===== config.mk =====
export PLATFORM = sky130hd
export DESIGN_NAME = pipelined_barrel_shifter
export DESIGN_NICKNAME = d
export VERILOG_FILES = /design/src/rtl/pipelined_barrel_shifter.sv
export SDC_FILE = /design/constraint.sdc
export NUM_CORES = 1
export LEC_CHECK = 0
export CORE_MARGIN = 2
export CORE_UTILIZATION = 25
export CTS_CLUSTER_SIZE = 40
export DETAILED_ROUTE_END_ITERATION = 10
export DONT_BUFFER_PORTS = 1
export PLACE_DENSITY_LB_ADDON = 0.12
export SLEW_MARGIN = 30
export SYNTH_ARGS = -nofsm -noshare
export SYNTH_HDL_FRONTEND = slang
export SYNTH_SLANG_ARGS = --single-unit
export TNS_END_PERCENT = 1

===== constraint.sdc =====
create_clock -name clk -period 1.71 [get_ports clk]
set_input_delay 0.2565 -clock clk [delete_from_list [all_inputs] [get_ports clk]]
set_output_delay 0.2565 -clock clk [all_outputs]
set_load 0.05 [all_outputs]

===== src/rtl/pipelined_barrel_shifter.sv =====
// pipelined_barrel_shifter: valid/ready barrel shifter for the execute stage.
// The log-shift levels (level k shifts by 2^k) are grouped REG_EVERY at a
// time, and each group ends in a register stage, so the latency is
// ceil(SHW/REG_EVERY) cycles. The whole pipe stalls together when the output
// is held, and flush kills every in-flight operation.
module pipelined_barrel_shifter #(
  parameter int WIDTH     = 64,
  parameter int REG_EVERY = 1,
  parameter int TAG_W     = 5,
  localparam int SHW      = $clog2(WIDTH)
) (
  input  logic             clk,
  input  logic             rst_n,
  input  logic             flush,
  input  logic             in_valid,
  output logic             in_ready,
  input  logic [WIDTH-1:0] in_data,
  input  logic [SHW-1:0]   in_amt,
  input  logic [1:0]       in_op,
  input  logic [TAG_W-1:0] in_tag,
  output logic             out_valid,
  input  logic             out_ready,
  output logic [WIDTH-1:0] out_data,
  output logic [TAG_W-1:0] out_tag
);

  localparam int L = (SHW + REG_EVERY - 1) / REG_EVERY;

  localparam logic [1:0] OP_SLL = 2'b00;
  localparam logic [1:0] OP_SRL = 2'b01;
  localparam logic [1:0] OP_SRA = 2'b10;

  // One mux level. The SRA fill uses the operand sign captured at the input,
  // because after earlier levels the current MSB is already fill material.
  function automatic logic [WIDTH-1:0] shift_level(input logic [WIDTH-1:0] d,
                                                   input logic [1:0]       op,
                                                   input logic             sign,
                                                   input int               sh);
    logic [WIDTH-1:0] fill;
    logic [WIDTH-1:0] res;
    fill = sign ? ~({WIDTH{1'b1}} >> sh) : '0;
    case (op)
      OP_SLL:  res = d << sh;
      OP_SRL:  res = d >> sh;
      OP_SRA:  res = (d >> sh) | fill;
      default: res = (d >> sh) | (d << (WIDTH - sh));
    endcase
    return res;
  endfunction

  // Stage s register contents; index L-1 is the output stage.
  logic [L-1:0][WIDTH-1:0] data_d,  data_q;
  logic [L-1:0][SHW-1:0]   amt_d,   amt_q;
  logic [L-1:0][1:0]       op_d,    op_q;
  logic [L-1:0][TAG_W-1:0] tag_d,   tag_q;
  logic [L-1:0]            sign_d,  sign_q;
  logic [L-1:0]            valid_d, valid_q;

  logic advance;

  // Whole pipe moves only when the output slot is empty or being consumed.
  assign advance  = !out_valid || out_ready;
  assign in_ready = advance && !flush;

  for (genvar s = 0; s < L; s++) begin : g_stage
    localparam int LO = s * REG_EVERY;
    localparam int HI = (LO + REG_EVERY < SHW) ? LO + REG_EVERY : SHW;

    logic [WIDTH-1:0] src_data;
    logic [SHW-1:0]   src_amt;
    logic [1:0]       src_op;
    logic [TAG_W-1:0] src_tag;
    logic             src_sign;
    logic             src_valid;
    logic [WIDTH-1:0] work;

    if (s == 0) begin : g_src_in
      assign src_data  = in_data;
      assign src_amt   = in_amt;
      assign src_op    = in_op;
      assign src_tag   = in_tag;
      assign src_sign  = in_data[WIDTH-1];
      assign src_valid = in_valid;
    end else begin : g_src_prev
      assign src_data  = data_q[s-1];
      assign src_amt   = amt_q[s-1];
      assign src_op    = op_q[s-1];
      assign src_tag   = tag_q[s-1];
      assign src_sign  = sign_q[s-1];
      assign src_valid = valid_q[s-1];
    end

    // Apply this group's mux levels to the operand entering the stage.
    always_comb begin
      work = src_data;
      for (int k = LO; k < HI; k++) begin
        if (src_amt[k]) begin
          work = shift_level(work, src_op, src_sign, 1 << k);
        end
      end
    end

    assign data_d[s]  = work;
    assign amt_d[s]   = src_amt;
    assign op_d[s]    = src_op;
    assign tag_d[s]   = src_tag;
    assign sign_d[s]  = src_sign;
    assign valid_d[s] = src_valid;
  end

  // Stage registers: all hold on stall; flush clears every valid bit.
  always_ff @(posedge clk) begin
    if (!rst_n) begin
      data_q  <= '0;
      amt_q   <= '0;
      op_q    <= '0;
      tag_q   <= '0;
      sign_q  <= '0;
      valid_q <= '0;
    end else begin
      if (advance) begin
        data_q  <= data_d;
        amt_q   <= amt_d;
        op_q    <= op_d;
        tag_q   <= tag_d;
        sign_q  <= sign_d;
        valid_q <= valid_d;
      end
      if (flush) begin
        valid_q <= '0;
      end
    end
  end

  assign out_valid = valid_q[L-1];
  assign out_data  = data_q[L-1];
  assign out_tag   = tag_q[L-1];

  // Control fields of the output stage have no further consumer.
  logic unused_out_ctrl;
  assign unused_out_ctrl = ^{amt_q[L-1], op_q[L-1], sign_q[L-1]};

endmodule


==> results of run 1 <==
worst min-delay path by stage:
| stage | slack, ps | endpoint | from | cells past startpoint |
|---|---|---|---|---|
| after floorplan | 400 | g_stage[1].src_amt[1] | in_amt[1] | 2 |
| after global routing | -290 | g_stage[1].src_data[63] | in_amt[0] | 1 |
| after global placement | 400 | sign_q[0] | in_data[63] | 2 |
| after detailed placement | 410 | g_stage[1].src_op[1] | in_op[1] | 2 |
| after CTS | -290 | g_stage[1].src_data[63] | in_amt[0] | 1 |
| final | -230 | g_stage[1].src_op[0] | in_op[0] | 2 |
per-stage QoR:
step	utilization (%)	setup TNS (ps)	setup WS, ps	hold slack, ps	total power, W
detailed placement	26.61	0	50.28	405.3	0.01401
global placement	26.61	0	77.54	399.7	0.01398
finish	29.79	-55.21	-27.21	-230.8	0.02644
CTS	29.41	-15.32	-15.32	-293.0	0.02647
global route	29.79	-163.1	-60.17	-287.7	0.02754
floorplan	-	0	19.45	395.7	0.01347
timing repair:
action,in CTS,in global routing
setup buffers,2,0
resized for setup,0,7
cloned,0,3
endpoints found under the hold margin,366,111
hold buffers,92,15
pin swaps,1,2
endpoints found under the setup margin,1,218
cell type report:
cell class / count / area [µm²] / share of cell area, %
antenna: 1 / 2.502 / 0.008524
clock buffer: 87 / 1649 / 5.617
clock inverter: 14 / 187.7 / 0.6393
inverter: 81 / 304.0 / 1.036
multi-input combinational: 2011 / 13720 / 46.72
sequential: 450 / 9026 / 30.74
tap: 1287 / 1610 / 5.485
timing repair buffer: 259 / 2863 / 9.751
where the power goes:
group / internal (W) / switching (W)
sequential: 0.0110 / 0.000895
combinational: 0.00108 / 0.00135
clock: 0.00705 / 0.00505
total: 0.0191 / 0.00729
cells in the final DEF (no fill, tap or decap), types with 2 or more instances in the layout:
master and instances:
dfxtp_1 436, o211ai_1 320, nand3_1 320, o21ai_1 310, o21a_1 182, a211oi_1 182
nand2_1 154, dlygate4sd3_1 104, buf_4 104, o21ai_0 86, inv_1 78, o311a_1 76
a221oi_2 62, a21boi_1 60, clkbuf_16 60, nor2_1 51, a221oi_1 48, nor3b_1 48
mux2_4 42, buf_12 39, mux2_2 20, clkbuf_1 19, o221ai_1 15, dfxtp_2 14
clkbuf_8 11, o211a_1 8, and3_1 7, clkinv_2 7, nor2_4 6, a21oi_1 5
buf_16 5, bufinv_16 3, inv_2 2, o21a_4 2, dlymetal6s4s_1 2, buf_6 2
flip-flops by register name, indices dropped and copies added (netlist names):
name,count
g_stage.src_op,10
g_stage.src_tag,25
g_stage.src_amt,15
sign_q,5
out_tag,5
g_stage.src_data,320
out_data,64
valid_q,6
kinds of logic (layout without fill, tap and decap cells):
kind of cell / Yosys count / in the layout
flops: 450 / 450
simple gates: 590 / 590
other cells: 0 / 1
buf+inv: 470 / 441
mux: 63 / 63
compound gates: 1358 / 1358
layer usage:
layer  GRT usage [%]  vias to the layer above  share of wire, %
met1           24.21                    11290                47
li1                -                    11100                 -
met3           2.508                      123               4.1
met2           28.22                      570                46
met5               0                        -             0.012
met4           5.052                        2               2.5
==> run_results.csv, run 1 <==
group,metric,value,unit
sta,whs,-230.8,ps
layout,fin_area,29360,µm²
drt,wirelength,94550,µm
die,die_area,102100,µm²
synthesis,synthAdderAreaFrac,0,%
synthesis,netlist_area,24880,µm²
pwr,ir_worst_vdd,0.0007756,V
clock_network,clockBufferDepth,3,
status,status,"finished with violations",
worst_setup_path,worstPathRequired,2310,ps
worst_setup_path,startpoint_type,"primary input",
global_routing,grt_pass1_vias,22230,
die,fp.dieH,319.5,µm
worst_setup_path,path_depth,5,
sta,rsz0062_at_grt,"true",
synthesis,synth_nets,3013,
worst_setup_path,slowest_delay,620,ps
sta,fmaxAchievable,575.6,MHz
synthesis,synth_edf_count,0,
layout,layout.nets,2942,
drt,drtPass1Iterations,5,
die,core.rowCount,115,
synthesis,syn_avg_cell_area,8.488,µm²
global_routing,grt_max_degree,766,
worst_setup_path,worstReg2RegEnd,"g_stage[1].src_op[1]",
drt,first_iter_violations,1615,
worst_setup_path,crit_top_cell,"buf_16",
synthesis,synthSimpleGateAreaFrac,11.39,%
die,die_x,319.5,µm
sta,final-max-slew-violation-count,0,
worst_setup_path,timing_worst_setup_path_type,"primary input to flip-flop",
sta,setup_violations,4,
sta,layout_worst_path_cycle_share,101.6,%
place,dp_cells,3974,
worst_setup_path,path_cells,"buf_16 > buf_16 > clkbuf_16 > o211ai_1 > o21ai_1",
place,portBuffers,0,
worst_setup_path,cpMaxStageDelayCell,"clkbuf_16",
synthesis,yosys-top-cells-area,"dfxtp_1 (36%), o211ai_1 (9.7%), nand3_1 (6.4%), o21ai_1 (6.2%), a211oi_1 (5.5%)",
sta,hold_viol,64,
worst_setup_path,r2r_cells,6,
synthesis,synth_compound_area_share,40.02,%
worst_setup_path,cp.arrival,2330,ps
worst_setup_path,crit_end,"g_stage[4].src_data[11]",
synthesis,synth.distinct_cells,38,
sta,min_period,1737,ps
global_routing,grt_pass1_wl,142700,µm
status,violations,"negative hold slack, negative setup slack",
drt,antenna_left,0,
place,routabilityCongestion,0.8130,
synthesis,synth_top_family_by_area,"compound AO/OA/AOI/OAI gates",
die,core,98560,µm²
synthesis,ys.flop_type,"dfxtp_1",
global_routing,antenna_found_initial,2,
clock_network,htree_levels,2,
clock_network,cts-root-buf,"clkbuf_16",
worst_setup_path,worst_setup_path_end_kind,"flip-flop",
synthesis,yosysWarningCount,0,
clock_network,cts.clk_slew.worst_paths,60,ps
die,pin_count,153,
drt,drc,0,
worst_hold_path,hp-class,"primary input to flip-flop",
sta,worst_pin_slew,868.6,ps
synthesis,async_flop_share,0,%
drt,vias,23080,
layout,final_cells,4190,
drt,avgRoutedWirePerCell,22.56,µm
worst_setup_path,cp.buffers_inverters,3,
worst_setup_path,crit_start,"rst_n",
worst_setup_path,r2r-start,"valid_q[5]",
sta,maxSlewHeadroom,42.01,%
synthesis,postSynthRegisterBits,450,
worst_setup_path,rrSetupSlack,40,ps
synthesis,synthDominantCellAreaShare,36.21,%
pwr,p_leak,10.07,nW
worst_setup_path,worstPathMaxFanout,137,
run,cap_violations,0,
clock_network,cts_tree,"done",
layout,area_delta_synth_final,18.00,%
synthesis,ys_top_cells_by_count,"dfxtp_1 (450), nand3_1 (320), o211ai_1 (320)",
synthesis,synthXorXnorAreaFrac,0,%
place,place_hpwl,60680,µm
sta,fin_skew,52.41,ps
drt,vias_per_cell,5.509,
layout,fillerInstances,10400,
clock_network,numCtsBuffers,57,
sta,setup_ws,-27.21,ps
place,place_area,26230,µm²
layout,drive_gt1_share,13.30,%
die,start_util,25.24,%
synthesis,synth_cells,2931,
global_routing,grt_overflow,0,
synthesis,synthMuxAreaShare,3.485,%
synthesis,yosysTopAreaCell,"dfxtp_1",
worst_setup_path,cp_top_family,"buffers and inverters",
synthesis,yosysMostFrequentCell,"dfxtp_1",
clock_network,cts.sinks,450,
clock_network,clkLatencyLatePin,670,ps
global_routing,track_usage,17.52,%
pwr,power.density,900.6,nW/µm²
synthesis,ys_seq_area_share,36.21,%
No activity file was read; power rests on OpenSTA's default activity.
==> run 2, diff against run 1 <==
--- a/config.mk
+++ b/config.mk
@@ -6,7 +6,7 @@
 export NUM_CORES = 1
 export LEC_CHECK = 0
 export CORE_MARGIN = 2
-export CORE_UTILIZATION = 25
+export CORE_UTILIZATION = 40
 export CTS_CLUSTER_SIZE = 40
 export DETAILED_ROUTE_END_ITERATION = 10
 export DONT_BUFFER_PORTS = 1
==> run_results.csv, run 2 (synthesized netlist as in run 1, its figures left out) <==
group,metric,value,unit
clock_network,clkLatencyLatePin,620,ps
worst_hold_path,hold_path_startpoint,"in_amt[0]",
worst_setup_path,path_cells,"nor2b_4 > buf_12 > nor2_4",
worst_setup_path,cp.buffers_inverters,1,
worst_setup_path,cpMaxStageDelayCell,"dfxtp_2",
clock_network,cts-root-buf,"clkbuf_16",
global_routing,grt_max_degree,766,
place,portBuffers,0,
clock_network,numCtsBuffers,52,
place,place_hpwl,52590,µm
sta,hold_viol,63,
layout,largest_reg_flops,320,
pwr,ir_worst_vdd,0.0007477,V
place,routabilityCongestion,0.8770,
die,fp.dieH,253.4,µm
sta,maxSlewHeadroom,-13.01,%
drt,avgRoutedWirePerCell,22.21,µm
layout,final_cell_mix,"dfxtp_1 (436), o211ai_1 (320), nand3_1 (320), o21ai_1 (310)",
drt,drtPass1Iterations,5,
worst_setup_path,startpoint_type,"flip-flop",
drt,vias_per_cell,6.184,
die,core,61600,µm²
sta,rsz0062_at_grt,"true",
drt,first_iter_violations,1926,
worst_setup_path,rrSetupSlack,60,ps
sta,setup_ws,-12.30,ps
drt,wirelength,82940,µm
die,start_util,40.39,%
clock_network,cts.clk_slew.worst_paths,60,ps
layout,final_cells,3735,
pwr,p_leak,10.10,nW
worst_setup_path,timing_worst_setup_path_type,"flip-flop to primary output",
status,violations,"negative hold slack, max-slew violations, negative setup slack",
run,cap_violations,0,
layout,antenna_cells,0,
worst_setup_path,cp_top_family,"simple AND/OR/NAND/NOR gates",
worst_setup_path,slowest_delay,320,ps
clock_network,htree_levels,2,
global_routing,antenna_found_initial,0,
worst_hold_path,hp-class,"primary input to flip-flop",
clock_network,cts.sinks,450,
pwr,power.density,880.5,nW/µm²
global_routing,track_usage,24.74,%
layout,area_delta_synth_final,15.29,%
worst_setup_path,r2r_cells,6,
global_routing,grt_overflow,0,
sta,worst_pin_slew,1695,ps
sta,whs,-192.4,ps
worst_setup_path,worst_setup_path_end_kind,"primary output",
worst_hold_path,min_to,"g_stage[1].src_data[63]",
sta,final-max-slew-violation-count,315,
worst_setup_path,worstPathRequired,1450,ps
sta,setup_violations,1,
clock_network,cts_tree,"done",
sta,layout_worst_path_cycle_share,100.7,%
drt,vias,23100,
place,pre_cts_ws,17.44,ps
sta,fin_skew,25.13,ps
layout,layout.nets,2940,
die,die_x,253.4,µm
die,die_area,64210,µm²
worst_setup_path,r2r-start,"valid_q[5]",
drt,antenna_left,0,
worst_setup_path,worstReg2RegEnd,"g_stage[4].src_data[15]",
die,pin_count,153,
die,core.rowCount,91,
worst_hold_path,hold-path-cell-count,1,
worst_setup_path,cp.arrival,1470,ps
global_routing,grt_pass1_wl,128400,µm
sta,min_period,1722,ps
global_routing,grt_pass1_vias,21830,
status,status,"finished with violations",
sta,fmaxAchievable,580.6,MHz
layout,final_common_cell,"dfxtp_1",
place,dp_cells,3540,
clock_network,clockBufferDepth,3,
place,place_area,25810,µm²
layout,fin_area,28680,µm²
layout,drive_gt1_share,13.91,%
worst_setup_path,worstPathMaxFanout,2,
drt,drc,0,
==> run 2: cell types whose count changed in the layout (fill, tap and decap cells not counted), sizes merged <==
cell	change
bufinv	-2
bufbuf	+2
dlygate4sd3	-12
inv	-1
buf	+17
clkbuf	-6
clkinv	-1
dlymetal6s4s	-2
clkinvlp	+1
diode	-1
==> run 2: stage by stage <==
stage	hold WS (ps)	TNS (ps)	power [W]	utilization (%)
4_1_cts	-258.3	-74.36	0.02535	46.14
3_3_place_gp	398.2	-664.7	0.01384	41.86
2_1_floorplan	395.7	0	0.01347	-
3_5_place_dp	402.5	0	0.01388	41.91
6_report	-192.4	-12.30	0.02526	46.57
5_1_grt	-228.1	-87.32	0.02610	46.57
==> run 2: area by class of cell <==
cell class,instances,area (µm²)
Fill cell,6039,32910
Multi-Input combinational cell,2011,13720
Sequential cell,450,9026
Timing Repair Buffer,262,2868
Clock buffer,83,1620
Tap cell,837,1047
Inverter,81,304.0
Clock inverter,11,96.34
==> run 2: per-layer routing <==
metal  part of all wire [%]  GRT usage [%]  wire length, µm  vias to the layer above
li1                       -              -                -                    11080
met1                     45          33.47            37100                    11220
met2                     47          40.45            39380                      662
met3                    4.5          2.991             3715                      135
met4                    3.3          8.842             2736                        0
met5                      0              0                0                        -
==> run 2: worst max-delay path by stage <==
| stage | startpoint | endpoint | slack, ps | depth (start not counted) |
|---|---|---|---|---|
| after floorplan | valid_q[5] | in_ready | 20 | 5 |
| after global placement | g_stage[4].src_op[1] | g_stage[5].src_data[38] | -90 | 4 |
| after detailed placement | g_stage[4].src_op[1] | g_stage[5].src_data[5] | 20 | 4 |
| after CTS | valid_q[5] | in_ready | -70 | 3 |
| after global routing | valid_q[5] | in_ready | -70 | 3 |
| final | valid_q[5] | in_ready | -10 | 3 |
==> run 2: report_power, final <==
group / switching, W / internal [W]
clock network: 0.00467 / 0.00660
registers: 0.000813 / 0.0110
logic: 0.00110 / 0.00105
total: 0.00658 / 0.0187
==> run 2: timing repair <==
| item | CTS | global route |
|---|---|---|
| pin swaps | 1 | 2 |
| gates cloned | 2 | 1 |
| endpoints found under the setup margin | 8 | 37 |
| hold endpoints to repair | 422 | 116 |
| buffers inserted | 4 | 0 |
| gates resized for setup | 4 | 5 |
| hold buffers | 77 | 18 |
==> run 3, diff against run 2 <==
--- a/config.mk
+++ b/config.mk
@@ -7,10 +7,11 @@
 export LEC_CHECK = 0
 export CORE_MARGIN = 2
 export CORE_UTILIZATION = 40
-export CTS_CLUSTER_SIZE = 40
+export CTS_CLUSTER_SIZE = 24
 export DETAILED_ROUTE_END_ITERATION = 10
 export DONT_BUFFER_PORTS = 1
 export PLACE_DENSITY_LB_ADDON = 0.12
+export SKIP_CTS_REPAIR_TIMING = 1
 export SLEW_MARGIN = 30
 export SYNTH_ARGS = -nofsm -noshare
 export SYNTH_HDL_FRONTEND = slang
==> run_results.csv, run 3 (synthesized netlist as in run 1, its figures left out) <==
group,metric,value,unit
pwr,switchingPower,0.006557,W
die,pin_count,153,
die,core,61600,µm²
place,pre_cts_ws,17.44,ps
place,dp_cells,3540,
worst_hold_path,hp-class,"primary input to flip-flop",
clock_network,cts.clk_slew.worst_paths,60,ps
worst_setup_path,cp_top_family,"compound AO/OA/AOI/OAI gates",
sta,worst_pin_slew,2541,ps
worst_setup_path,cpMaxStageDelayCell,"o211ai_1",
place,portBuffers,0,
sta,setup_ws,-158.6,ps
clock_network,clockBufferDepth,3,
worst_setup_path,timing_worst_setup_path_type,"primary input to flip-flop",
drt,avgRoutedWirePerCell,22.08,µm
run,cap_violations,0,
worst_setup_path,cp.buffers_inverters,0,
sta,min_period,1869,ps
die,die_x,253.4,µm
layout,area_delta_synth_final,14.92,%
clock_network,clkLatencyLatePin,610,ps
drt,vias,23130,
layout,final_common_cell,"dfxtp_1",
worst_setup_path,worstPathRequired,2190,ps
worst_setup_path,cp.arrival,2350,ps
pwr,seqPwrFrac,46.9,%
worst_setup_path,worst_setup_path_end_kind,"flip-flop",
layout,final_cells,3732,
status,status,"finished with violations",
pwr,ir_worst_vdd,0.0007473,V
layout,fillerInstances,6043,
global_routing,grt_pass1_wl,126900,µm
pwr,netSwitchingFraction,25.99,%
die,fp.dieH,253.4,µm
pwr,power.density,882.5,nW/µm²
drt,antenna_left,0,
drt,drc,0,
global_routing,track_usage,24.45,%
sta,setup_violations,127,
layout,final_cell_mix,"dfxtp_1 (436), o211ai_1 (320), nand3_1 (320), o21ai_1 (310)",
sta,whs,-167.6,ps
global_routing,grt_pass1_vias,21600,
clock_network,cts.sinks,450,
place,place_hpwl,52590,µm
global_routing,antenna_found_initial,0,
sta,fmaxAchievable,535.2,MHz
pwr,p_leak,10.06,nW
global_routing,grt_max_degree,766,
clock_network,numCtsBuffers,52,
status,violations,"negative hold slack, max-slew violations, negative setup slack",
clock_network,htree_levels,2,
die,start_util,40.39,%
layout,largest_reg_flops,320,
layout,antenna_cells,0,
layout,layout.nets,2937,
pwr,cell_internal_pwr,0.01867,W
sta,tns,-7340,ps
clock_network,cts_tree,"done",
sta,final-max-slew-violation-count,566,
drt,drtPass1Iterations,6,
place,routabilityCongestion,0.8770,
sta,fin_skew,21.90,ps
sta,layout_worst_path_cycle_share,109.3,%
sta,maxSlewHeadroom,-69.42,%
drt,first_iter_violations,1887,
global_routing,grt_overflow,0,
die,core.rowCount,91,
drt,wirelength,82400,µm
pwr,combPwrFrac,8.4,%
worst_setup_path,worstPathMaxFanout,765,
die,die_area,64210,µm²
pwr,clkPwrFrac,44.7,%
drt,vias_per_cell,6.199,
worst_setup_path,startpoint_type,"primary input",
worst_setup_path,path_cells,"o211ai_1 > o21ai_1",
sta,hold_viol,67,
clock_network,cts-root-buf,"clkbuf_16",
worst_setup_path,slowest_delay,780,ps
sta,rsz0062_at_grt,"true",
layout,drive_gt1_share,14.02,%
[run 3: power groups by stage]
stage	registers (W)	logic, W	clock network, W
floorplan	0.0117	0.00175	0
global placement	0.0120	0.00180	0
detailed placement	0.0121	0.00182	0
CTS	0.0118	0.00183	0.0115
global route	0.0119	0.00232	0.0119
finish	0.0118	0.00212	0.0113
[run 3: path summary, 6_finish.rpt]
kind / cells past startpoint / from / end / slack (ps)
worst min-delay path: 1 / in_amt[0] / g_stage[1].src_data[63] / -170
worst max register to register: 6 / valid_q[5] / g_stage[4].src_data[15] / 40
worst max-delay path: 2 / rst_n / g_stage[1].src_data[19] / -160
worst min register to register: 2 / g_stage[3].src_tag[4] / g_stage[3].src_tag[4] / 450
[run 3: area by class of cell]
cell class / instances / area [µm²] / area share [%]
multi-input cells: 2011 / 13730 / 48.01
flip-flops and latches: 450 / 9026 / 31.57
repair buffers: 259 / 2769 / 9.685
clock buffers: 83 / 1620 / 5.667
well taps: 837 / 1047 / 3.663
inverters: 81 / 304.0 / 1.063
clock inverters: 11 / 96.34 / 0.3370
[run 3: metrics by stage]
| stage | hold slack [ps] | util (%) | cell area, µm² | power [W] |
|---|---|---|---|---|
| after detailed placement | 402.5 | 41.91 | 25810 | 0.01388 |
| after global placement | 398.2 | 41.86 | 25790 | 0.01384 |
| after floorplan | 395.7 | - | 24890 | 0.01347 |
| final | -167.6 | 46.41 | 28590 | 0.02523 |
| after CTS | -261.1 | 44.70 | 27530 | 0.02517 |
| after global routing | -228.3 | 46.41 | 28590 | 0.02606 |
[run 3: metal layers]
metal / vias to the layer above / part of all wire (%) / track usage [%]
met5: - / 0 / 0
met4: 0 / 3.4 / 8.859
met3: 135 / 4.5 / 3.248
met2: 683 / 48 / 39.54
met1: 11250 / 44 / 33.22
li1: 11070 / - / -
